File: config.mk
export PLATFORM = sky130hd
export DESIGN_NAME = dec_nx2n_bist_flat
export DESIGN_NICKNAME = d
export VERILOG_FILES = /design/src/rtl/dec_nx2n_bist_pkg.sv /design/src/rtl/dec_nx2n_bist_if.sv /design/src/rtl/dec_nx2n_bist_core.sv /design/src/rtl/dec_nx2n_bist.sv /design/src/flat_wrapper.sv
export SDC_FILE = /design/constraint.sdc
export NUM_CORES = 1
export LEC_CHECK = 0
export CORE_MARGIN = 2
export CORE_UTILIZATION = 54
export CTS_CLUSTER_SIZE = 16
export DETAILED_ROUTE_END_ITERATION = 6
export PLACE_DENSITY_LB_ADDON = 0.12
export SKIP_CTS_REPAIR_TIMING = 1
export SKIP_LAST_GASP = 1
export SLEW_MARGIN = 20
export SYNTH_ARGS = -nofsm -noshare
export SYNTH_HDL_FRONTEND = slang
export SYNTH_SLANG_ARGS = --single-unit
File: constraint.sdc
create_clock -name clk -period 2.63 [get_ports clk]
set_clock_uncertainty 0.2 [all_clocks]
set_input_delay 0.3945 -clock clk [delete_from_list [all_inputs] [get_ports clk]]
set_output_delay 0.3945 -clock clk [all_outputs]
set_load 0.02 [all_outputs]
File: src/rtl/dec_nx2n_bist_pkg.sv
// Shared definitions for the N-to-2^N decoder with BIST.
//   state_t : sweep controller states
//   SA0/SA1 : fault-type encodings for flt_type
//   onehot  : reference one-hot decode used to build the checker's expected value
package dec_pkg;

  typedef enum logic [1:0] {
    IDLE  = 2'd0,
    RUN   = 2'd1,
    CHECK = 2'd2,
    DONE  = 2'd3
  } state_t;

  localparam logic SA0 = 1'b0;
  localparam logic SA1 = 1'b1;

  // Returns 1<<code, clipped to 2**n bits. Callers truncate to their width.
  function automatic logic [63:0] onehot(input logic [5:0] code, input int n);
    logic [63:0] mask;
    mask   = (64'(1) << (1 << n)) - 64'(1);
    onehot = (64'(1) << code) & mask;
  endfunction

endpackage

File: src/rtl/dec_nx2n_bist_if.sv
// Bundle of the decoder's functional, fault-injection and BIST signals.
//   master : drives requests, fault controls and bist_start (testbench / system)
//   slave  : the decoder itself
interface dec_nx2n_bist_if #(
  parameter int N     = 4,
  parameter int CNT_W = 8
);
  logic                in_valid;
  logic [N-1:0]        in_code;
  logic                en;
  logic                out_valid;
  logic [(2**N)-1:0]   D;
  logic                flt_en;
  logic [N-1:0]        flt_sel;
  logic                flt_type;
  logic                bist_start;
  logic                bist_busy;
  logic                bist_done;
  logic                bist_pass;
  logic [CNT_W-1:0]    bist_errs;

  modport master (
    output in_valid, in_code, en, flt_en, flt_sel, flt_type, bist_start,
    input  out_valid, D, bist_busy, bist_done, bist_pass, bist_errs
  );

  modport slave (
    input  in_valid, in_code, en, flt_en, flt_sel, flt_type, bist_start,
    output out_valid, D, bist_busy, bist_done, bist_pass, bist_errs
  );
endinterface

File: src/rtl/dec_nx2n_bist_core.sv
// Combinational N -> 2^N one-hot decode followed by the fault mask.
//   code_i     : select code
//   en_i       : 0 forces an all-zero decode
//   flt_en_i   : force bit flt_sel_i of the result to flt_type_i
//   flt_sel_i  : faulted bit index
//   flt_type_i : SA0 / SA1
//   d_o        : masked one-hot result
module dec_onehot_core
  import dec_pkg::*;
#(
  parameter int N = 4
) (
  input  logic [N-1:0]      code_i,
  input  logic              en_i,
  input  logic              flt_en_i,
  input  logic [N-1:0]      flt_sel_i,
  input  logic              flt_type_i,
  output logic [(2**N)-1:0] d_o
);

  always_comb begin
    d_o = '0;
    if (en_i) d_o[code_i] = 1'b1;
    // The fault is applied after decode so it also overrides en_i = 0.
    if (flt_en_i) d_o[flt_sel_i] = (flt_type_i == SA1);
  end

endmodule

File: src/rtl/dec_nx2n_bist.sv
// Registered N-to-2^N one-hot decoder with fault injection and self-test.
//   clk, rst : rising-edge clock, synchronous active-high reset
//   bus      : dec_nx2n_bist_if.slave (request, result, fault and BIST signals)
// A sweep presents codes 0..2^N-1 through the same decode core as functional
// traffic; the expected one-hot value travels one register behind alongside D
// and every registered sweep result is compared against it.
module dec_nx2n_bist
  import dec_pkg::*;
#(
  parameter int N     = 4,
  parameter int CNT_W = 8
) (
  input logic                 clk,
  input logic                 rst,
  dec_nx2n_bist_if.slave      bus
);

  localparam int              W       = 2**N;
  localparam logic [N-1:0]    CODE_MAX = {N{1'b1}};
  localparam logic [CNT_W-1:0] ERR_MAX = {CNT_W{1'b1}};

  state_t             state_q;
  logic [N-1:0]       cnt_q;
  logic [W-1:0]       d_q;
  logic [W-1:0]       exp_q;
  logic               out_valid_q;
  logic               chk_vld_q;
  logic               busy_q;
  logic               done_q;
  logic               pass_q;
  logic [CNT_W-1:0]   errs_q;

  logic [N-1:0]       core_code;
  logic               core_en;
  logic [W-1:0]       core_d;
  logic [W-1:0]       exp_d;
  logic               mism;
  logic [CNT_W-1:0]   errs_d;

  // During a sweep the counter drives the core with the enable forced on.
  assign core_code = (state_q == RUN) ? cnt_q : bus.in_code;
  assign core_en   = (state_q == RUN) ? 1'b1  : bus.en;

  dec_onehot_core #(.N(N)) u_core (
    .code_i     (core_code),
    .en_i       (core_en),
    .flt_en_i   (bus.flt_en),
    .flt_sel_i  (bus.flt_sel),
    .flt_type_i (bus.flt_type),
    .d_o        (core_d)
  );

  assign exp_d = W'(onehot(6'(cnt_q), N));

  // chk_vld_q marks a register pair loaded by the sweep; outside a sweep it is
  // low so errs_d simply holds.
  assign mism   = chk_vld_q && (d_q != exp_q);
  assign errs_d = (mism && (errs_q != ERR_MAX)) ? errs_q + 1'b1 : errs_q;

  always_ff @(posedge clk) begin
    if (rst) begin
      state_q     <= IDLE;
      cnt_q       <= '0;
      d_q         <= '0;
      out_valid_q <= 1'b0;
      chk_vld_q   <= 1'b0;
      busy_q      <= 1'b0;
      done_q      <= 1'b0;
      pass_q      <= 1'b0;
      errs_q      <= '0;
    end else begin
      out_valid_q <= 1'b0;
      chk_vld_q   <= 1'b0;
      done_q      <= 1'b0;
      errs_q      <= errs_d;
      case (state_q)
        IDLE: begin
          // bist_start has priority; a simultaneous request is dropped.
          if (bus.bist_start) begin
            state_q <= RUN;
            cnt_q   <= '0;
            errs_q  <= '0;
            pass_q  <= 1'b0;
            busy_q  <= 1'b1;
          end else if (bus.in_valid) begin
            d_q         <= core_d;
            out_valid_q <= 1'b1;
          end
        end
        RUN: begin
          d_q         <= core_d;
          exp_q       <= exp_d;
          out_valid_q <= 1'b1;
          chk_vld_q   <= 1'b1;
          cnt_q       <= cnt_q + 1'b1;
          // Leave RUN on the last code so the wrap to 0 never issues again.
          if (cnt_q == CODE_MAX) state_q <= CHECK;
        end
        CHECK: begin
          // Final compare lands this edge; errs_d already includes it.
          state_q <= DONE;
          busy_q  <= 1'b0;
          done_q  <= 1'b1;
          pass_q  <= (errs_d == '0);
        end
        default: begin
          state_q <= IDLE;
        end
      endcase
    end
  end

  assign bus.D         = d_q;
  assign bus.out_valid = out_valid_q;
  assign bus.bist_busy = busy_q;
  assign bus.bist_done = done_q;
  assign bus.bist_pass = pass_q;
  assign bus.bist_errs = errs_q;

endmodule
File: src/flat_wrapper.sv
// flat-port wrapper written by rule: the top's interface ports become plain ports
module dec_nx2n_bist_flat import dec_pkg::*;
#(
  parameter int N     = 4,
  parameter int CNT_W = 8
)
  (clk, rst, bus_in_valid, bus_in_code, bus_en, bus_flt_en, bus_flt_sel, bus_flt_type, bus_bist_start, bus_out_valid, bus_D, bus_bist_busy, bus_bist_done, bus_bist_pass, bus_bist_errs);
  dec_nx2n_bist_if #(.N(N), .CNT_W(CNT_W)) bus_i ();
  input logic clk;
  input logic rst;
  input wire logic [$bits(bus_i.in_valid)-1:0] bus_in_valid;
  input wire logic [$bits(bus_i.in_code)-1:0] bus_in_code;
  input wire logic [$bits(bus_i.en)-1:0] bus_en;
  input wire logic [$bits(bus_i.flt_en)-1:0] bus_flt_en;
  input wire logic [$bits(bus_i.flt_sel)-1:0] bus_flt_sel;
  input wire logic [$bits(bus_i.flt_type)-1:0] bus_flt_type;
  input wire logic [$bits(bus_i.bist_start)-1:0] bus_bist_start;
  output wire logic [$bits(bus_i.out_valid)-1:0] bus_out_valid;
  output wire logic [$bits(bus_i.D)-1:0] bus_D;
  output wire logic [$bits(bus_i.bist_busy)-1:0] bus_bist_busy;
  output wire logic [$bits(bus_i.bist_done)-1:0] bus_bist_done;
  output wire logic [$bits(bus_i.bist_pass)-1:0] bus_bist_pass;
  output wire logic [$bits(bus_i.bist_errs)-1:0] bus_bist_errs;
  assign bus_i.in_valid = bus_in_valid;
  assign bus_i.in_code = bus_in_code;
  assign bus_i.en = bus_en;
  assign bus_i.flt_en = bus_flt_en;
  assign bus_i.flt_sel = bus_flt_sel;
  assign bus_i.flt_type = bus_flt_type;
  assign bus_i.bist_start = bus_bist_start;
  assign bus_out_valid = bus_i.out_valid;
  assign bus_D = bus_i.D;
  assign bus_bist_busy = bus_i.bist_busy;
  assign bus_bist_done = bus_i.bist_done;
  assign bus_bist_pass = bus_i.bist_pass;
  assign bus_bist_errs = bus_i.bist_errs;
  dec_nx2n_bist #(.N(N), .CNT_W(CNT_W)) u_core (.clk(clk), .rst(rst), .bus(bus_i));
endmodule
# Word level (Yosys, flattened, before mapping)
# Index checks and enable logic that the tools add are counted.
[word_totals]
regBits = 51
inputBits = 15
output_inout_bits = 28
elab_cells = 69
[op_classes]
addsub = 2
magnitude_cmp = 4
eq_ne = 9
shifts = 1
mux = 29
bitwise = 1
n_reduce_logical = 13
[op_table]
columns = ["op", "count"]
rows = [
  ["$mux 16", 4],
  ["$pmux 16 s2", 1],
  ["$mux 8", 3],
  ["$bwmux 16", 1],
  ["$ne 16x16->1", 1],
  ["$shl 1x4->16 const A", 1],
  ["$lt 4x5->1 const B", 2],
  ["$mux 1", 9],
  ["$add 8x1->8 const B", 1],
  ["$demux 1 s4", 2],
  ["$ge 4x1->1 const B", 2],
  ["$logic_not 8->1", 1],
  ["$mux 4", 2],
  ["$ne 2x2->1 const B", 4],
  ["$ne 8x8->1 const B", 1],
  ["$pmux 4 s2", 1],
  ["$reduce_and 2->1", 4],
  ["$pmux 1 s2", 3],
  ["$pmux 2 s3", 1],
  ["$add 4x1->4 const B", 1],
  ["$eq 4x4->1 const B", 1],
  ["$logic_and 1x1->1", 4],
  ["$mux 2", 2],
  ["$reduce_bool 2->1", 2],
  ["other kinds (5)", 5],
]

# Depth between registers and ports, before layout
[depth]
depth_word = 12
depth_mapped = 9
ltp_nobuf = 8

# Modules after synthesis
# From an unflattened synthesis, not the netlist that was laid out.
[hier_totals]
cells_unflattened = 331
area_unflattened_um2 = 2892.8
[by_module_without_submodules]
columns = ["mod", "n_inst", "cells_per_inst", "area_each_um2", "seq_area_each_um2"]
rows = [
  ["dec_nx2n_bist", 1, 266, 2448.6, 1181.1],
  ["dec_onehot_core", 1, 65, 444.2, 0.0],
]

# Least setup slack after synthesis
# OpenSTA, ideal clock, no wires.
[synth_timing]
path_kind = "register -> register"
from = "reg u_core.state_q[1]"
to = "reg u_core.exp_q[0] (enable)"
setup_ns = 0.388
arrival_ns = 1.544
t_required_ns = 2.042
path_slack_ns = 0.497
path_stages_with_launch = 6
n_path_buf = 1
synth_period_minus_slack_ns = 2.133
path_cell_list = "dfxtp_1 inv_1 ha_1 clkbuf_1 inv_2 nor2_1"
[synth_via]
elab_chain_len = 2
[synth_lines]
columns = ["element", "line_no", "source"]
rows = [
  ["start: declaration", "dec_nx2n_bist.sv:22", "state_t state_q;"],
  ["start signal: assignment", "dec_nx2n_bist.sv:62", "state_q <= IDLE;"],
  ["start signal: assignment", "dec_nx2n_bist.sv:80", "state_q <= RUN;"],
  ["start signal: assignment", "dec_nx2n_bist.sv:97", "if (cnt_q == CODE_MAX) state_q <= CHECK;"],
  ["$eq 2x1->1", "dec_nx2n_bist.sv:76", "case (state_q)"],
  ["$reduce_and 2->1 (no source line)", "n/a", ""],
  ["end signal: assignment", "dec_nx2n_bist.sv:92", "exp_q <= exp_d;"],
  ["end: declaration", "dec_nx2n_bist.sv:25", "logic [W-1:0] exp_q;"],
]
# No other way between the ends.
# A chain may end at the register's enable or synchronous reset.

# Worst setup path in the final report
[layout_timing]
from = "reg u_core.state_q[1]"
to = "reg u_core.d_q[14] (netlist: u_core.bus.D[14])"
[layout_via]
elab_chain_len = 12
elab_cells_between_ends = 19
classes_between = "order compare: 2; eq/ne: 3; mux: 10; reduce/logical: 4"
[layout_lines]
columns = ["element", "line_no", "source"]
rows = [
  ["$eq 2x1->1", "dec_nx2n_bist.sv:41, dec_nx2n_bist.sv:42, dec_nx2n_bist.sv:76", ""],
  ["$mux 4", "dec_nx2n_bist.sv:41", "assign core_code = (state_q == RUN) ? cnt_q : bus.in_code;"],
  ["$lt 4x5->1 (not written as such) or $ge 4x1->1 (tied branches)", "dec_nx2n_bist_core.sv:23", "if (en_i) d_o[code_i] = 1'b1;"],
  ["$logic_and 1x1->1 (not written as such)", "dec_nx2n_bist_core.sv:23", ""],
  ["$mux 1 (not written as such)", "dec_nx2n_bist_core.sv:23", ""],
  ["$demux 1 s4", "dec_nx2n_bist_core.sv:23", ""],
  ["$mux 16", "dec_nx2n_bist_core.sv:23", ""],
  ["$bwmux 16", "dec_nx2n_bist_core.sv:25", "if (flt_en_i) d_o[flt_sel_i] = (flt_type_i == SA1);"],
  ["$mux 16", "dec_nx2n_bist_core.sv:25", ""],
  ["$mux 16", "dec_nx2n_bist.sv:85", "end else if (bus.in_valid) begin"],
  ["$mux 16", "dec_nx2n_bist.sv:79", "if (bus.bist_start) begin"],
  ["$pmux 16 s2", "dec_nx2n_bist.sv:76", ""],
  ["end signal: assignment", "dec_nx2n_bist.sv:86", "d_q <= core_d;"],
  ["end signal: assignment", "dec_nx2n_bist.sv:91", "d_q <= core_d;"],
  ["end: declaration", "dec_nx2n_bist.sv:24", "logic [W-1:0] d_q;"],
]
# Several ways; a longest one is shown, not always the timed one. The select of a mux whose other input is x is not followed.

==> impl_metrics.yaml <==
final_layout:
  multiInputGateArea_um2: 1515
  drive_gt1_share_pct: 5.571
  layout-area-overhead-vs-synth_pct: 21.15
  fin_area_um2: 3368
  utilization_pct: 66.80
  diodes: 0
  fillers: 438
  finalNetCount: 384
  regArea_um2: 1181
timing:
  setup_viol: 0
  fin_crit_sh_pct: 82.77
  finalMaxSlewViolations: 0
  fmax_mhz: 459.4
  final_hold_viol_count: 0
  rsz0062_at_grt: "false"
  worst_pin_slew_ns: 0.5882
  post-route-min-period_ns: 2.177
  fin_tns_setup_ns: 0
  maxSlewHeadroom_pct: 60.66
placed_design:
  dpl-instance-area_um2: 3261
  place.gp.congestion: 0.9246
  numPortBuffers: 42
  hpwlAfterDp_um: 4759
synth:
  ys_warn_count: 0
  netlist.area_leader.share_pct: 25.20
  synth_area_um2: 2780
  synth-seq-area-share_pct: 42.48
  synthTopCellsByCount: "nor2_1, dfxtp_1, nor3_1, a21oi_1, xnor2_1"
  netlist.top_cell.by_area: "dfxtp_1"
  synthTopCellsByArea: "dfxtp_1, edfxtp_1, nor2_1, xnor2_1, nor3_1"
  synth.net_count: 347
  yosys.cell_types.count: 42
  syn_avg_cell_area_um2: 8.661
  synth_edf_count: 16
  ys_async_sr_fraction_pct: 0
  synth_ff_type: "dfxtp_1"
  synth_most_common_cell: "nor2_1"
  synth-seq-cells: 51
  synth_cells: 321
power_and_ir_drop:
  clockPowerShare_pct: 23.7
  ir_worst_vdd_v: 0.0003508
  p_switching_uw: 741.2
  power.density_nw_per_um2: 662.0
  p_leak_uw: 0.001133
  intPower_uw: 1489
  sw_frac_of_total_pct: 33.24
  p_comb_share_pct: 31.3
  finalPower_uw: 2230
  sequentialPowerShare_pct: 45.0
routing:
  drt_iter0_markers: 182
  routed_wl_um: 6216
  routedWlPerCell_um: 14.49
  drc: 0
  num_vias: 2378
  firstDrtPassIters: 4
  ant_nets: 0
  drt-vias-per-instance: 5.543
die:
  rows: 26
  coreArea_um2: 5042
  dieArea_um2: 5738
  initial_core_util_pct: 55.14
  die-width_um: 75.75
  ios: 43
  die_h_um: 75.75
critical_path:
  crit_required_ns: 2.60
  critical_path_class: "reg2reg"
  cpMaxStageDelayCell: "dfxtp_1"
  cp_max_fo: 14
  regToRegSetupSlack_ns: 0.45
  end_kind: "flop"
  crit_chain: "inv_1 -> ha_1 -> buf_4 -> and3_1 -> a31oi_1 -> nor3_1 -> a21oi_1 -> a211oi_1"
  slowest_delay_ns: 0.42
  arrival_ns: 2.15
  start_kind: "flop"
global_route:
  grt_overflow: 0
  grt_use_total_pct: 22.94
  antenna_found_initial: 0
  grt_max_degree: 33
  grt_pass1_wl_um: 9880
  grt_pass1_vias: 1968
status:
  outcome: "finished, final reports clean"
cts:
  numCtsBuffers: 5
  path_clk_slew_ns: 0.09
  cts_buffer_depth: 2
  cts_sinks: 51
  cts-root-buf: "clkbuf_8"
  clk_latency_ns: 0.30
  tritoncts: "done"
  htreeDepth: 2
min_path:
  min_path_type: "reg2reg"
run:
  cap_violations: 0
## cells by family after synthesis
| logic type | count (synthesis) | synth area share (%) |
|---|---|---|
| AND/OR/NAND/NOR | 152 | 27.45 |
| AO/OA/AOI/OAI | 58 | 13.68 |
| flip-flops | 51 | 42.48 |
| XOR/XNOR | 24 | 7.561 |
| buffers and inverters | 23 | 3.150 |
| adder cells (fa/ha/maj) | 11 | 4.950 |
| multiplexers | 2 | 0.7201 |
## registers in the layout, indices dropped and copies added, names as in the netlist
signal	flops
u_core.exp_q	16
u_core.bus.bist_errs	8
u_core.bus.bist_pass	1
u_core.bus.D	16
u_core.bus.bist_done	1
u_core.chk_vld_q	1
u_core.bus.out_valid	1
u_core.state_q	2
u_core.bus.bist_busy	1
u_core.cnt_q	4
## final timing paths
kind                                           start                   end  cells past startpoint
worst max-delay path               u_core.state_q[1]      u_core.bus.D[14]                      8
worst min-delay path            u_core.bus.bist_busy  u_core.bus.bist_busy                      2
worst max register to register     u_core.state_q[1]      u_core.bus.D[14]                      8
worst min register to register  u_core.bus.bist_busy  u_core.bus.bist_busy                      2
## layer usage
metal,up-vias,part of all wire [%],global-route usage (%)
li1,1212,-,-
met4,0,0.64,5.263
met2,77,46,33.24
met3,4,5.9,3.968
met5,-,0,0
met1,1085,47,35.49
## layout by cell type, fill, tap and decap left out, types with 2 or more instances in the layout
| cell | count |
|---|---|
| nor4_1 | 2 |
| a22oi_1 | 2 |
| nor2_1 | 54 |
| nand2b_1 | 4 |
| nand2_1 | 15 |
| nor3_1 | 30 |
| ha_1 | 11 |
| dfxtp_1 | 35 |
| edfxtp_1 | 16 |
| o21ai_0 | 2 |
| inv_1 | 6 |
| nor2b_1 | 7 |
| and3_1 | 4 |
| a21oi_1 | 26 |
| nand3b_1 | 3 |
| o21ai_2 | 2 |
| buf_4 | 4 |
| a32oi_1 | 3 |
| xnor2_1 | 23 |
| and2_1 | 12 |
| nand4_1 | 6 |
| clkdlybuf4s50_1 | 42 |
| mux2i_1 | 2 |
| a31oi_1 | 3 |
| a211oi_1 | 15 |
| clkbuf_8 | 5 |
| nand3_1 | 8 |
## critical path, delay by kind of cell, from the launching register on
| family | cells | cell delay (ns) |
|---|---|---|
| AOI/OAI and AO/OA | 3 | 0.65 |
| DFF | 1 | 0.42 |
| buffers and inverters | 2 | 0.28 |
| and+or+nand+nor | 2 | 0.28 |
| adders and majority gates | 1 | 0.22 |
## stage by stage
step	std cells	hold slack [ns]	setup slack (ns)
3_5_place_dp	421	0.2827	0.3746
3_3_place_gp	421	0.2758	0.3787
2_1_floorplan	321	0.2733	0.4975
6_report	429	0.3016	0.4531
4_1_cts	429	0.3047	0.4577
5_1_grt	429	0.3460	0.3059
## area by class of cell
cell class	count	area share, %
multi-input cells	247	44.99
flip-flops and latches	51	35.07
repair buffers	46	13.37
well taps	70	2.600
clock buffers	5	2.043
clock inverters	3	1.152
inverters	7	0.7801
## power by group through the flow
| stage | sequential, uW | clock, uW | combinational, uW |
|---|---|---|---|
| floorplan | 1070 | 0 | 379 |
| global placement | 1020 | 0 | 683 |
| detailed placement | 1020 | 0 | 695 |
| CTS | 1000 | 545 | 698 |
| global route | 1020 | 571 | 766 |
| finish | 1000 | 528 | 697 |
No activity file was read; power rests on OpenSTA's default activity.
